## src/rtl/multdiv_ctrl.sv

```systemverilog
// ---------------------------------------------------------------------------
// multdiv_ctrl
//
// Sequencer for the multiply/divide resource. A request accepted in IDLE
// runs 32 iterations of a signed radix-2 Booth multiply or a restoring
// divide on magnitudes. The result is then presented for one FINISH cycle
// together with single-cycle HI/LO write strobes.
//
// Ports
//   clock      in   rising-edge clock
//   reset      in   asynchronous, active-low reset
//   start      in   operation request (sampled only in IDLE)
//   op_mult    in   1 = MULT, 0 = DIV
//   a, b       in   32-bit signed operands (sampled with start)
//   busy       out  operation in progress (first iteration through FINISH)
//   done       out  one-cycle completion pulse (FINISH)
//   hi_write   out  HI register load strobe
//   lo_write   out  LO register load strobe
//   div_mult   out  latched op_mult of the current/last operation
//   hi_out     out  MULT product[63:32] / DIV remainder
//   lo_out     out  MULT product[31:0]  / DIV quotient
//   div_zero   out  divide-by-zero pulse, coincident with done
//
// Build option
//   MULTDIV_DIVZERO_TRAP_EN : when defined, DIV with b == 0 skips the
//   iterations and completes in one cycle with div_zero set and no HI/LO
//   strobes. When undefined, div_zero is tied low and a divide by zero runs
//   the normal 32 iterations.
// ---------------------------------------------------------------------------
module multdiv_ctrl (
    input  logic        clock,
    input  logic        reset,
    input  logic        start,
    input  logic        op_mult,
    input  logic [31:0] a,
    input  logic [31:0] b,
    output logic        busy,
    output logic        done,
    output logic        hi_write,
    output logic        lo_write,
    output logic        div_mult,
    output logic [31:0] hi_out,
    output logic [31:0] lo_out,
    output logic        div_zero
);

    typedef enum logic [1:0] {
        S_IDLE   = 2'd0,
        S_MULT   = 2'd1,
        S_DIV    = 2'd2,
        S_FINISH = 2'd3
    } state_t;

    state_t      state_q, state_d;
    logic [4:0]  cnt_q, cnt_d;
    logic        op_q, op_d;
    logic        dz_q, dz_d;
    logic [31:0] a_q, a_d;
    logic [31:0] b_q, b_d;
    logic [64:0] acc_q, acc_d;     // Booth accumulator {P_hi, P_lo, q-1}
    logic [32:0] rem_q, rem_d;     // partial remainder
    logic [31:0] dq_q, dq_d;       // dividend bits out at the top, quotient bits in at the bottom
    logic [31:0] hi_q, hi_d;
    logic [31:0] lo_q, lo_d;

    // ---------------- Booth step ----------------
    // The add/subtract is done at 33 bits so that P_hi +/- a never overflows
    // (matters for a = 0x80000000); the arithmetic shift then drops the
    // extra bit back into the 65-bit accumulator.
    logic [32:0] p_hi_ext;
    logic [32:0] a_ext;
    logic [32:0] booth_sum;
    logic [64:0] acc_step;

    always_comb begin
        p_hi_ext = {acc_q[64], acc_q[64:33]};
        a_ext    = {a_q[31], a_q};
        case (acc_q[1:0])
            2'b01:   booth_sum = p_hi_ext + a_ext;
            2'b10:   booth_sum = p_hi_ext - a_ext;
            default: booth_sum = p_hi_ext;
        endcase
        acc_step = {booth_sum, acc_q[32:1]};
    end

    // ---------------- Restoring divide step ----------------
    logic [31:0] b_mag;
    logic [33:0] rem_shift;
    logic        rem_ge;
    logic [32:0] rem_trial;

    always_comb begin
        b_mag     = b_q[31] ? (32'd0 - b_q) : b_q;
        rem_shift = {rem_q, dq_q[31]};
        rem_ge    = (rem_shift >= {2'b00, b_mag});
        rem_trial = rem_shift[32:0] - {1'b0, b_mag};
    end

    // ---------------- Final result with sign correction ----------------
    logic [31:0] res_hi;
    logic [31:0] res_lo;

    always_comb begin
        if (op_q) begin
            res_hi = acc_q[64:33];
            res_lo = acc_q[32:1];
        end else begin
            res_lo = (a_q[31] ^ b_q[31]) ? (32'd0 - dq_q) : dq_q;
            res_hi = a_q[31] ? (32'd0 - rem_q[31:0]) : rem_q[31:0];
        end
    end

    // ---------------- Next state / outputs ----------------
    always_comb begin
        state_d  = state_q;
        cnt_d    = cnt_q;
        op_d     = op_q;
        dz_d     = dz_q;
        a_d      = a_q;
        b_d      = b_q;
        acc_d    = acc_q;
        rem_d    = rem_q;
        dq_d     = dq_q;

        busy     = (state_q != S_IDLE);
        done     = 1'b0;
        hi_write = 1'b0;
        lo_write = 1'b0;
        hi_out   = hi_q;
        lo_out   = lo_q;

        case (state_q)
            S_IDLE: begin
                if (start) begin
                    a_d     = a;
                    b_d     = b;
                    op_d    = op_mult;
                    dz_d    = 1'b0;
                    cnt_d   = 5'd31;
                    acc_d   = {32'd0, b, 1'b0};
                    rem_d   = 33'd0;
                    dq_d    = a[31] ? (32'd0 - a) : a;
                    state_d = op_mult ? S_MULT : S_DIV;
`ifdef MULTDIV_DIVZERO_TRAP_EN
                    if (!op_mult && (b == 32'd0)) begin
                        dz_d    = 1'b1;
                        state_d = S_FINISH;
                    end
`endif
                end
            end
            S_MULT: begin
                acc_d = acc_step;
                cnt_d = cnt_q - 5'd1;
                if (cnt_q == 5'd0) begin
                    state_d = S_FINISH;
                end
            end
            S_DIV: begin
                rem_d = rem_ge ? rem_trial : rem_shift[32:0];
                dq_d  = {dq_q[30:0], rem_ge};
                cnt_d = cnt_q - 5'd1;
                if (cnt_q == 5'd0) begin
                    state_d = S_FINISH;
                end
            end
            S_FINISH: begin
                done    = 1'b1;
                state_d = S_IDLE;
                // A trapped divide leaves the presented result untouched.
                if (!dz_q) begin
                    hi_write = 1'b1;
                    lo_write = 1'b1;
                    hi_out   = res_hi;
                    lo_out   = res_lo;
                end
            end
            default: begin
                state_d = S_IDLE;
            end
        endcase

        // The presented value is what stays visible until the next FINISH.
        hi_d = hi_out;
        lo_d = lo_out;
    end

    assign div_mult = op_q;

`ifdef MULTDIV_DIVZERO_TRAP_EN
    assign div_zero = (state_q == S_FINISH) && dz_q;
`else
    assign div_zero = 1'b0;
`endif

    // ---------------- State registers ----------------
    always_ff @(posedge clock or negedge reset) begin
        if (!reset) begin
            state_q <= S_IDLE;
            cnt_q   <= 5'd0;
            op_q    <= 1'b0;
            dz_q    <= 1'b0;
            a_q     <= 32'd0;
            b_q     <= 32'd0;
            acc_q   <= 65'd0;
            rem_q   <= 33'd0;
            dq_q    <= 32'd0;
            hi_q    <= 32'd0;
            lo_q    <= 32'd0;
        end else begin
            state_q <= state_d;
            cnt_q   <= cnt_d;
            op_q    <= op_d;
            dz_q    <= dz_d;
            a_q     <= a_d;
            b_q     <= b_d;
            acc_q   <= acc_d;
            rem_q   <= rem_d;
            dq_q    <= dq_d;
            hi_q    <= hi_d;
            lo_q    <= lo_d;
        end
    end

endmodule

```

## config.mk

```make
export PLATFORM = sky130hd
export DESIGN_NAME = multdiv_ctrl
export DESIGN_NICKNAME = d
export VERILOG_FILES = /design/src/rtl/multdiv_ctrl.sv
export SDC_FILE = /design/constraint.sdc
export NUM_CORES = 1
export LEC_CHECK = 0
export BUFFER_PORTS_ARGS = -buffer_cell sky130_fd_sc_hd__buf_4
export CORE_MARGIN = 4
export CORE_UTILIZATION = 35
export DETAILED_ROUTE_END_ITERATION = 8
export HOLD_SLACK_MARGIN = 0.02
export PLACE_DENSITY = 0.58
export SLEW_MARGIN = 20
export SYNTH_ARGS = -nofsm -noshare
export SYNTH_HDL_FRONTEND = slang
export SYNTH_SLANG_ARGS = --single-unit
```

## constraint.sdc

```tcl
create_clock -name clock -period 14 [get_ports clock]
set_input_delay 0.7 -clock clock [delete_from_list [all_inputs] [get_ports clock]]
set_output_delay 0.7 -clock clock [all_outputs]
set_load 0.01 [all_outputs]
```

; ---- Word level (Yosys, flattened, before mapping)
; Index checks and enable logic that the tools add are counted.
[totals]
out_inout_bits = 70
reg_bits = 266
in_bits = 68
wordCells = 65
[op_classes]
add_sub_neg = 8
n_reduce_logical = 13
n_lt_le_gt_ge = 1
eq_ne = 8
bitwise = 1
n_mux = 23
[op_table]
columns = operator, count
row1 = $mux 32, 9
row2 = $pmux 33 s2, 2
row3 = $pmux 65 s2, 1
row4 = $sub 1x32->32 const A, 4
row5 = $mux 33, 2
row6 = $mux 65, 1
row7 = $pmux 32 s2, 1
row8 = $ge 34x32->1, 1
row9 = $add 32x32->33, 1
row10 = $sub 32x32->33, 1
row11 = $sub 33x32->33, 1
row12 = $pmux 5 s2, 1
row13 = $reduce_and 2->1, 5
row14 = $reduce_bool 2->1, 4
row15 = $eq 2x2->1 const B, 3
row16 = $mux 2, 3
row17 = $pmux 2 s3, 1
row18 = $logic_not 5->1, 1
row19 = $mux 5, 1
row20 = $sub 5x1->5 const B, 1
row21 = $eq 2x1->1 const B, 2
row22 = $ne 3x1->1 const B, 1
row23 = $reduce_and 3->1, 1
row24 = $logic_not 2->1, 1
row25 = other kinds (5), 5

; ---- Logic depth before layout (Yosys ltp)
; Gate-level depths: netlist (run 1).
[logic_depth]
depth_word = 5
depth_mapped = 20
ltp_nobuf = 19

; ---- Least setup slack after synthesis (run 1)
; Ideal clock, no wire load.
[synth_timing]
path_type = reg-to-reg
start = reg b_q[13]
end = reg rem_q[16]
t_required_ps = 13866
setup_time_ps = 134
path_buffers = 2
t_arrival_ps = 4413
path_stages_with_launch = 17
setup_slack_ps = 9453
synth_period_minus_slack_ps = 4547
path_cell_list = dfrtp_1 or4_4 or3_4 or4_4 nor4_4 nand2b_2 or4b_1 ha_1 clkbuf_1 a2111o_1 a31oi_1 o21ai_0 nor2_1 clkbuf_1 nor2_1 a21oi_1 o21ai_0
[synth_via]
elab_chain_cells = 5
word_cells_on_any_way = 6
cone_classes = 2 x add/sub / 1 x order compare / 3 x mux
[synth_rtl]
columns = element, line
row1 = from (decl), 59  ; logic [31:0] b_q, b_d;
row2 = from (signal assigned), 204  ; b_q <= 32'd0;
row3 = from (signal assigned), 216  ; b_q <= b_d;
row4 = $sub 1x32->32, 93  ; b_mag = b_q[31] ? (32'd0 - b_q) : b_q;
row5 = $mux 32 (*), 93
row6 = $sub 33x32->33 / $ge 34x32->1 (equally long branches), "96, 95"
row7 = $mux 33 (*), 160  ; rem_d = rem_ge ? rem_trial : rem_shift[32:0];
row8 = $pmux 33 s2 (*), 132  ; case (state_q)
row9 = to (signal assigned), 218  ; rem_q <= rem_d;
row10 = to (decl), 61  ; logic [32:0] rem_q, rem_d;
; Every way passes the cells marked *; elsewhere a longest branch is shown, timed or not.
; A chain may end at the register's enable or synchronous reset.

; ---- Worst setup path in the final report (run 1)
[layout_timing]
start = reg b_q[13]
end = reg rem_q[27]
; The elaborated chain is that of the path after synthesis.

==> out/qor.csv, run 1 <==
metric;value;unit
fin_nets;2330;
io_buffers;136;
avgRoutedWirePerCell;20.3;um
grt_overflow;0;
firstDrtPassIters;6;
core;51500;um2
cts_root_buf;clkbuf_16;
synthFlopType;dfrtp_1;
ant_nets;0;
ctsHoldBuffers;0;
critPathLaunchType;flop;
dp_hpwl;44400;um
hold_class;input pin to asynchronous set/reset pin;
fill_cells;5200;
synth_top_cell_area_share;36.5;%
cts-resized-gates;0;
maxSlewHeadroom;34.0;%
finalSetupViolations;0;
synth_enable_flop_cells;0;
clkLatencyLatePin;0.55;ns
finalInstanceArea;21000;um2
row_count;83;
finClkSkew;0.0135;ns
die_y;236;um
routed-via-count;15896;
setup_tns;0;ns
cp_max_fo;9;
die-area;55800;um2
grt_pass1_wl;90300;um
clk_pin_slew_worst_paths;0.06;ns
required;14.46;ns
rsz0062_at_grt;false;
yosysWarningCount;0;
pin_count;138;
cts_buffers;34;
seq_area_frac_synth;36.5;%
drcViolationCount;0;
drive_above_1_share;14.6;%
fin_crit_sh;36.9;%
placed_cell_area;19900;um2
rr_startpoint;b_q[13];
synth_area_leaders;dfrtp_1 (36%), o21ai_0 (7.0%), ha_1 (5.2%);
clock_sinks;266;
grt_use_total;20.2;%
die_w;236;um
synth_fp_nets;2257;
area_growth;15.3;%
async_flop_share;100;%
end_kind;flop;
drtIter0Drc;1360;
vias_per_cell;5.50;
post_cts_buffers;0;
register_area;6660;um2
fmax;194;MHz
antenna_found_initial;5;
multi_input_area;10900;um2
path_class;flop to flop;
final_hold_viol_count;0;
synth_commonest_cells;dfrtp_1 (266), o21ai_0 (254), nand2_1 (220), a21oi_1 (185), nor2_1 (172);
h-tree-depth;2;
synth-seq-cells;266;
avgSynthCellArea;8.64;um2
drv_cap;0;
fin_crit;5.17;ns
synth_cells;2111;
yosysUniqueCellTypes;76;
synth_area_leader_cell;dfrtp_1;
globalplace.congestion;0.897;
netlist_area;18200;um2
synthMostInstantiatedCell;dfrtp_1;
routed_wl;58700;um
crit_start;b_q[13];
report.final.slew_viol_count;0;
grt_max_degree;152;
worstMarginPinSlew;0.990;ns
hold_slack;0.163;ns
cts_tree;yes;
critical_path_arrival;5.62;ns
cts_max_path_buffers;3;
grt_pass1_vias;15127;
start_util;35.4;%
outcome;complete, no violations;
cells by family (layout without fill, tap and decap cells):
| kind of cell | Yosys count | count (layout) | synth area share [%] |
|---|---|---|---|
| adder cells (fa/ha/maj) | 78 | 78 | 5.43 |
| XOR/XNOR | 199 | 199 | 9.55 |
| AND/OR/NAND/NOR | 584 | 584 | 14.9 |
| AO/OA/AOI/OAI | 670 | 670 | 22.1 |
| other | 1 | 2 | 0.0206 |
| multiplexers | 129 | 129 | 7.65 |
| flip-flops | 266 | 266 | 36.5 |
| buffers and inverters | 184 | 283 | 3.85 |
state kept, by name (all words and copies together), names as in the netlist:
register and cells:
hi_q 32, div_mult 1, a_q 32, acc_q 65
cnt_q 5, b_q 32, dq_q 32, rem_q 33
lo_q 32, state_q 2
routing by layer:
| metal | global-route usage [%] | share of wire, % |
|---|---|---|
| met5 | 0 | 0.022 |
| met4 | 4.87 | 2.2 |
| met3 | 3.39 | 5.3 |
| met2 | 32.1 | 46 |
| met1 | 28.9 | 47 |
path summary, 6_finish.rpt:
| check | endpoint | cells after the start | slack [ns] |
|---|---|---|---|
| setup reg to reg | rem_q[27] | 13 | 8.83 |
| min in group clock | b_q[5] | 2 | 0.40 |
| setup / recovery | rem_q[27] | 13 | 8.83 |
| max in group asynchronous | div_mult | 2 | 12.33 |
| hold / removal | lo_q[16] | 1 | 0.16 |
| hold reg to reg | hi_q[24] | 1 | 0.50 |
per-stage QoR:
step | worst slack [ns] | util [%] | instances
2_1_floorplan | 9.45 | - | 2111
4_1_cts | 8.83 | 40.8 | 2890
3_3_place_gp | 9.01 | 38.6 | 2828
6_report | 8.83 | 40.8 | 2891
3_5_place_dp | 8.85 | 38.6 | 2828
5_1_grt | 8.54 | 40.8 | 2890
area by class of cell:
type	count	area share, %
inverters	69	1.23
multi-input cells	1661	52.0
repair buffers	152	5.52
well taps	680	4.05
flip-flops and latches	266	31.7
clock inverters	15	0.875
clock buffers	47	4.66
diodes	1	0.0119
layout by cell type, fill, tap and decap left out, types with 33 or more instances in the layout:
cell / netlist / routed
a21o_1: 42 / 42
a21oi_1: 185 / 185
buf_4: 3 / 150
clkbuf_16: 0 / 34
dfrtp_1: 266 / 265
ha_1: 76 / 72
inv_1: 67 / 67
mux2_2: 83 / 83
mux2i_1: 46 / 46
nand2_1: 220 / 219
nor2_1: 172 / 171
o21ai_0: 254 / 254
o31ai_1: 33 / 33
xnor2_1: 98 / 98
xor2_1: 101 / 101
critical path, stage by stage, from the launching register on:
cell and delay [ns]:
dfrtp_1 0.41, or4_4 0.55, or3_4 0.36, or4_4 0.47, nor4_4 0.23, nand2b_2 0.14, or4b_1 0.56, ha_1 0.42
a2111o_1 0.45, a31oi_1 0.15, o21ai_0 0.23, nor3_1 0.78, a22oi_1 0.20, o21ai_0 0.12
Power of run 1 is left out: the tool's default activity adds up to more than one toggle a clock period on the data nets, which glitch-free logic cannot reach.
==> run 2, diff against run 1 <==
--- a/config.mk
+++ b/config.mk
@@ -10,7 +10,7 @@
 export CORE_UTILIZATION = 35
 export DETAILED_ROUTE_END_ITERATION = 8
 export HOLD_SLACK_MARGIN = 0.02
-export PLACE_DENSITY = 0.58
+export PLACE_DENSITY = 0.6
 export SLEW_MARGIN = 20
 export SYNTH_ARGS = -nofsm -noshare
 export SYNTH_HDL_FRONTEND = slang
==> constraint.sdc (replaced) <==
create_clock -name clock -period 4.4 [get_ports clock]
set_input_delay 0.22 -clock clock [delete_from_list [all_inputs] [get_ports clock]]
set_output_delay 0.22 -clock clock [all_outputs]
set_load 0.01 [all_outputs]
==> run 2 against run 1 <==
Compared with the run above:
- the flow now finishes with violations (setup timing)
- die area stayed put
- global-route usage is 0.26 points higher
- clock skew is 0.0010 ns lower
- sequential cell count stayed put
- sequential share of layout area is 2.4 points lower
- fmax is 15% higher
- highest routed layer is now met4
- worst hold slack worse by 0.0026 ns
- final area is 8.1% higher
- register-to-register slack worse by 8.9 ns
==> out/qor.csv, run 2 (same netlist as run 1, synthesis figures left out) <==
metric;value;unit
report.final.slew_viol_count;0;
worstMarginPinSlew;1.04;ns
maxSlewHeadroom;29.8;%
top_regs;acc_q: 65 flops, rem_q: 33 flops;
placed_cells;2895;
routed-via-count;16771;
path_buf_inv;5;
h-tree-depth;1;
final_cells;3033;
outcome;finished with violations;
cts_buffers;31;
avgRoutedWirePerCell;20.0;um
fin_nets;2474;
area_growth;24.6;%
rr_startpoint;b_q[13];
drv_cap;0;
clock_sinks;266;
grt_use_total;20.5;%
diodes;0;
fin_crit;4.49;ns
final_hold_viol_count;0;
antenna_found_initial;0;
fmax;223;MHz
cts_max_path_buffers;3;
grt_overflow;0;
pin_count;138;
top_register;acc_q;
clk_pin_slew_worst_paths;0.06;ns
cp-endpoint;rem_q[22];
fill_cells;5062;
crit_slowest_cell;or4_4;
drcViolationCount;0;
crit_start;b_q[13];
cp_max_fo;10;
cp_top_family;simple AND/OR/NAND/NOR gates;
cts_root_buf;clkbuf_16;
die-area;55800;um2
crit_cells;20;
drive_above_1_share;18.7;%
required;4.82;ns
largest_reg_flops;65;
setup_ws;-0.0854;ns
routed_wl;60600;um
die_y;236;um
io_buffers;136;
cp_cell_sequence;or4_4, or3_4, or4_4, nor4_4, nand2b_4, buf_6, o31ai_4, xor2_1, ha_1, buf_4, and2_4, nand2_1, nor2_2, o2111a_2, nor2_4, buf_12, buf_12, clkbuf_16, a32oi_1, o31ai_1;
hold_class;input pin to asynchronous set/reset pin;
vias_per_cell;5.53;
drtIter0Drc;1331;
finClkSkew;0.0125;ns
hold_slack;0.160;ns
reg2regPathDepth;20;
end_kind;flop;
fin_crit_sh;102;%
finalSetupViolations;21;
start_util;35.4;%
clkLatencyLatePin;0.58;ns
ant_nets;0;
globalplace.congestion;0.916;
row_count;83;
core;51500;um2
grt_pass1_wl;92000;um
die_w;236;um
cts_tree;yes;
final_common_cell;dfrtp_1;
path_class;flop to flop;
dp_hpwl;45100;um
firstDrtPassIters;5;
critical_path_arrival;4.90;ns
crit_path_max_incr_delay;0.53;ns
violations;setup timing;
critPathLaunchType;flop;
r2r_slack;-0.09;ns
grt_max_degree;122;
grt_pass1_vias;15804;
register_area;6660;um2
rsz0062_at_grt;true;
multi_input_area;11200;um2
layout_common_cells;dfrtp_1 (265), o21ai_0 (232), buf_4 (220), nand2_1 (218), a21oi_1 (179);
r2r_end;rem_q[22];
==> run 2: cell count changes in the layout (fill, tap and decap cells not counted), moves of 4 or more <==
cell,before,now
dlygate4sd3_1,0,65
o21ai_1,4,23
o21ai_0,254,232
buf_12,1,5
clkbuf_8,8,3
bufinv_16,3,10
buf_4,150,220
a21oi_1,185,179
nor2_1,171,167
a21oi_2,0,6
==> run 2: metal layers <==
metal | vias up | wire length, um | track usage, %
met4 | 0 | 1960 | 5.94
met1 | 8173 | 26800 | 28.7
met2 | 520 | 28000 | 32.8
li1 | 7970 | - | -
met3 | 108 | 3830 | 3.33
met5 | - | 0 | 0
==> run 2: worst min path at each step <==
stage                      from       to  slack (ns)  cells past startpoint
final                     reset  a_q[31]        0.16                      2
after global routing      reset  a_q[11]        0.18                      2
after CTS                 a[31]  a_q[31]        0.15                      3
after detailed placement  reset  a_q[31]        0.19                      1
after global placement    reset  a_q[31]        0.19                      1
after floorplan           reset   a_q[0]       -0.08                      0
==> run 2: final cells by class <==
class / instances / area share [%]
Multi-Input combinational cell: 1661 / 49.2
Sequential cell: 266 / 29.3
Timing Repair Buffer: 299 / 11.3
Tap cell: 680 / 3.74
Clock buffer: 36 / 3.63
Clock inverter: 22 / 1.69
Inverter: 69 / 1.14
==> run 2: worst register-to-register path, delay by kind of cell (launching register included) <==
family / cells / cell delay [ns]
buffers and inverters: 5 / 0.71
adder cells (fa/ha/maj): 1 / 0.31
XOR/XNOR: 1 / 0.12
AND/OR/NAND/NOR: 9 / 2.10
AO/OA/AOI/OAI: 4 / 0.72
flip-flops: 1 / 0.38
==> run 2: per-stage QoR <==
| stage | utilization (%) | worst slack, ns | TNS [ns] | area (um2) |
|---|---|---|---|---|
| finish | 44.1 | -0.0854 | -0.910 | 22700 |
| detailed placement | 39.6 | -0.132 | -1.83 | 20400 |
| global route | 44.1 | -0.278 | -7.71 | 22700 |
| global placement | 39.6 | -0.0901 | -1.65 | 20400 |
| CTS | 43.4 | -0.0189 | -0.0457 | 22400 |
| floorplan | - | -0.0105 | -0.107 | 18300 |
==> run 2: timing repair <==
action | 4_1_cts | 5_1_grt
endpoints found under the hold margin | 150 | 0
pin swaps | 2 | 13
hold buffers | 65 | 0
cloned | 1 | 5
endpoints found under the setup margin | 32 | 42
setup buffers | 3 | 7
resized for setup | 17 | 57
Power of run 2 is left out for the same reason.
==> run 3, diff against run 2 <==
--- a/config.mk
+++ b/config.mk
@@ -11,6 +11,7 @@
 export DETAILED_ROUTE_END_ITERATION = 8
 export HOLD_SLACK_MARGIN = 0.02
 export PLACE_DENSITY = 0.6
+export RECOVER_POWER = 100
 export SLEW_MARGIN = 20
 export SYNTH_ARGS = -nofsm -noshare
 export SYNTH_HDL_FRONTEND = slang
==> run 3 against run 2 <==
Compared with the run above:
- the run ends with capacitance limit, slew limit, setup timing left
- critical path depth stayed put
- count of clock-buffer cells in the layout stayed put
- fmax is 0.10% lower
- sequential share of layout area is 0.061 points higher
- via count is 0.70% lower
- largest cell class unchanged
==> out/qor.csv, run 3 (same netlist as run 1, synthesis figures left out) <==
metric;value;unit
outcome;finished with violations;
violations;capacitance limit, slew limit, setup timing;
final_hold_viol_count;0;
cp-endpoint;rem_q[22];
top_regs;acc_q: 65 flops, rem_q: 33 flops;
path_class;flop to flop;
routed-via-count;16653;
fin_nets;2474;
fin_crit;4.49;ns
rr_startpoint;b_q[13];
crit_start;b_q[13];
die_w;236;um
final_common_cell;dfrtp_1;
critical_path_arrival;4.91;ns
cp_top_family;simple AND/OR/NAND/NOR gates;
maxSlewHeadroom;-136;%
start_util;35.4;%
reg2regPathDepth;20;
cts_tree;yes;
globalplace.congestion;0.916;
drcViolationCount;0;
dp_hpwl;45100;um
avgRoutedWirePerCell;20.0;um
largest_reg_flops;65;
clk_pin_slew_worst_paths;0.06;ns
die_y;236;um
grt_pass1_vias;15804;
rsz0062_at_grt;true;
finalSetupViolations;23;
io_buffers;136;
crit_path_max_incr_delay;0.53;ns
drtIter0Drc;1354;
report.final.slew_viol_count;202;
clock_sinks;266;
h-tree-depth;1;
pin_count;138;
cp_max_fo;10;
grt_overflow;0;
routed_wl;60600;um
fin_crit_sh;102;%
cts_max_path_buffers;3;
clkLatencyLatePin;0.59;ns
area_growth;24.3;%
grt_max_degree;122;
required;4.82;ns
cts_buffers;31;
r2r_end;rem_q[22];
die-area;55800;um2
placed_cell_area;20400;um2
end_kind;flop;
grt_pass1_wl;92000;um
row_count;83;
path_buf_inv;5;
hold_depth;5;
firstDrtPassIters;5;
fmax;223;MHz
r2r_slack;-0.09;ns
grt_use_total;20.5;%
top_register;acc_q;
layout_common_cells;dfrtp_1 (266), o21ai_0 (232), nand2_1 (219), buf_4 (209), a21oi_1 (179);
drive_above_1_share;17.9;%
critPathLaunchType;flop;
cts_root_buf;clkbuf_16;
cp_cell_sequence;or4_4, or3_4, or4_4, nor4_4, nand2b_4, buf_6, o31ai_4, xor2_1, ha_1, buf_4, and2_4, nand2_1, nor2_2, o2111a_2, nor2_4, buf_12, buf_12, clkbuf_16, a32oi_1, o31ai_1;
worstMarginPinSlew;3.55;ns
antenna_found_initial;0;
hold_class;input pin to flop;
vias_per_cell;5.49;
crit_slowest_cell;or4_4;
core;51500;um2
finalInstanceArea;22700;um2
setup_ws;-0.0901;ns
ant_nets;0;
finClkSkew;0.0135;ns
drv_cap;3;
crit_cells;20;
run 3: tightest hold or removal path, cell delays in order:
cell and delay, ns:
buf_4 0.10, and4_1 0.16, o21ai_0 0.08, o21ai_0 0.09, a21oi_1 0.05
run 3: layout make-up:
type | instances | area [um2]
Fill cell | 5076 | 28800
Multi-Input combinational cell | 1661 | 11200
Sequential cell | 266 | 6660
Timing Repair Buffer | 299 | 2530
Tap cell | 680 | 851
Clock buffer | 36 | 825
Clock inverter | 22 | 384
Inverter | 69 | 259
Antenna cell | 1 | 2.50
run 3: timing repair:
item / in CTS / in global routing
pin swaps: 2 / 13
buffers inserted: 3 / 7
endpoints found under the hold margin: 150 / 0
hold buffers: 65 / 0
cloned: 1 / 5
setup endpoints to repair: 32 / 42
gates resized for setup: 17 / 57
run 3: stage by stage:
stage               setup WS, ns  TNS [ns]  hold slack (ns)  utilization [%]  instances
floorplan                -0.0105    -0.107          -0.0756                -       2111
global placement         -0.0901     -1.65            0.192             39.6       2895
detailed placement        -0.132     -1.83            0.190             39.6       2895
CTS                      -0.0189   -0.0457            0.150             43.4       3022
global route              -0.278     -9.36            0.170             44.0       3033
finish                   -0.0901    -0.909            0.162             44.0       3034
run 3: routing by layer:
layer	part of all wire (%)	GRT usage (%)	routed length (um)	up-vias
met2	46	32.8	27900	462
met3	5.6	3.33	3420	97
met4	3.2	5.94	1960	0
met5	0	0	0	-
li1	-	-	-	7981
met1	45	28.7	27300	8113
run 3: worst min path at each step:
stage / end / startpoint
floorplan: a_q[0] / reset
global placement: a_q[31] / reset
detailed placement: a_q[31] / reset
CTS: a_q[31] / a[31]
global route: cnt_q[4] / start
finish: cnt_q[4] / start
Power of run 3 is left out for the same reason.
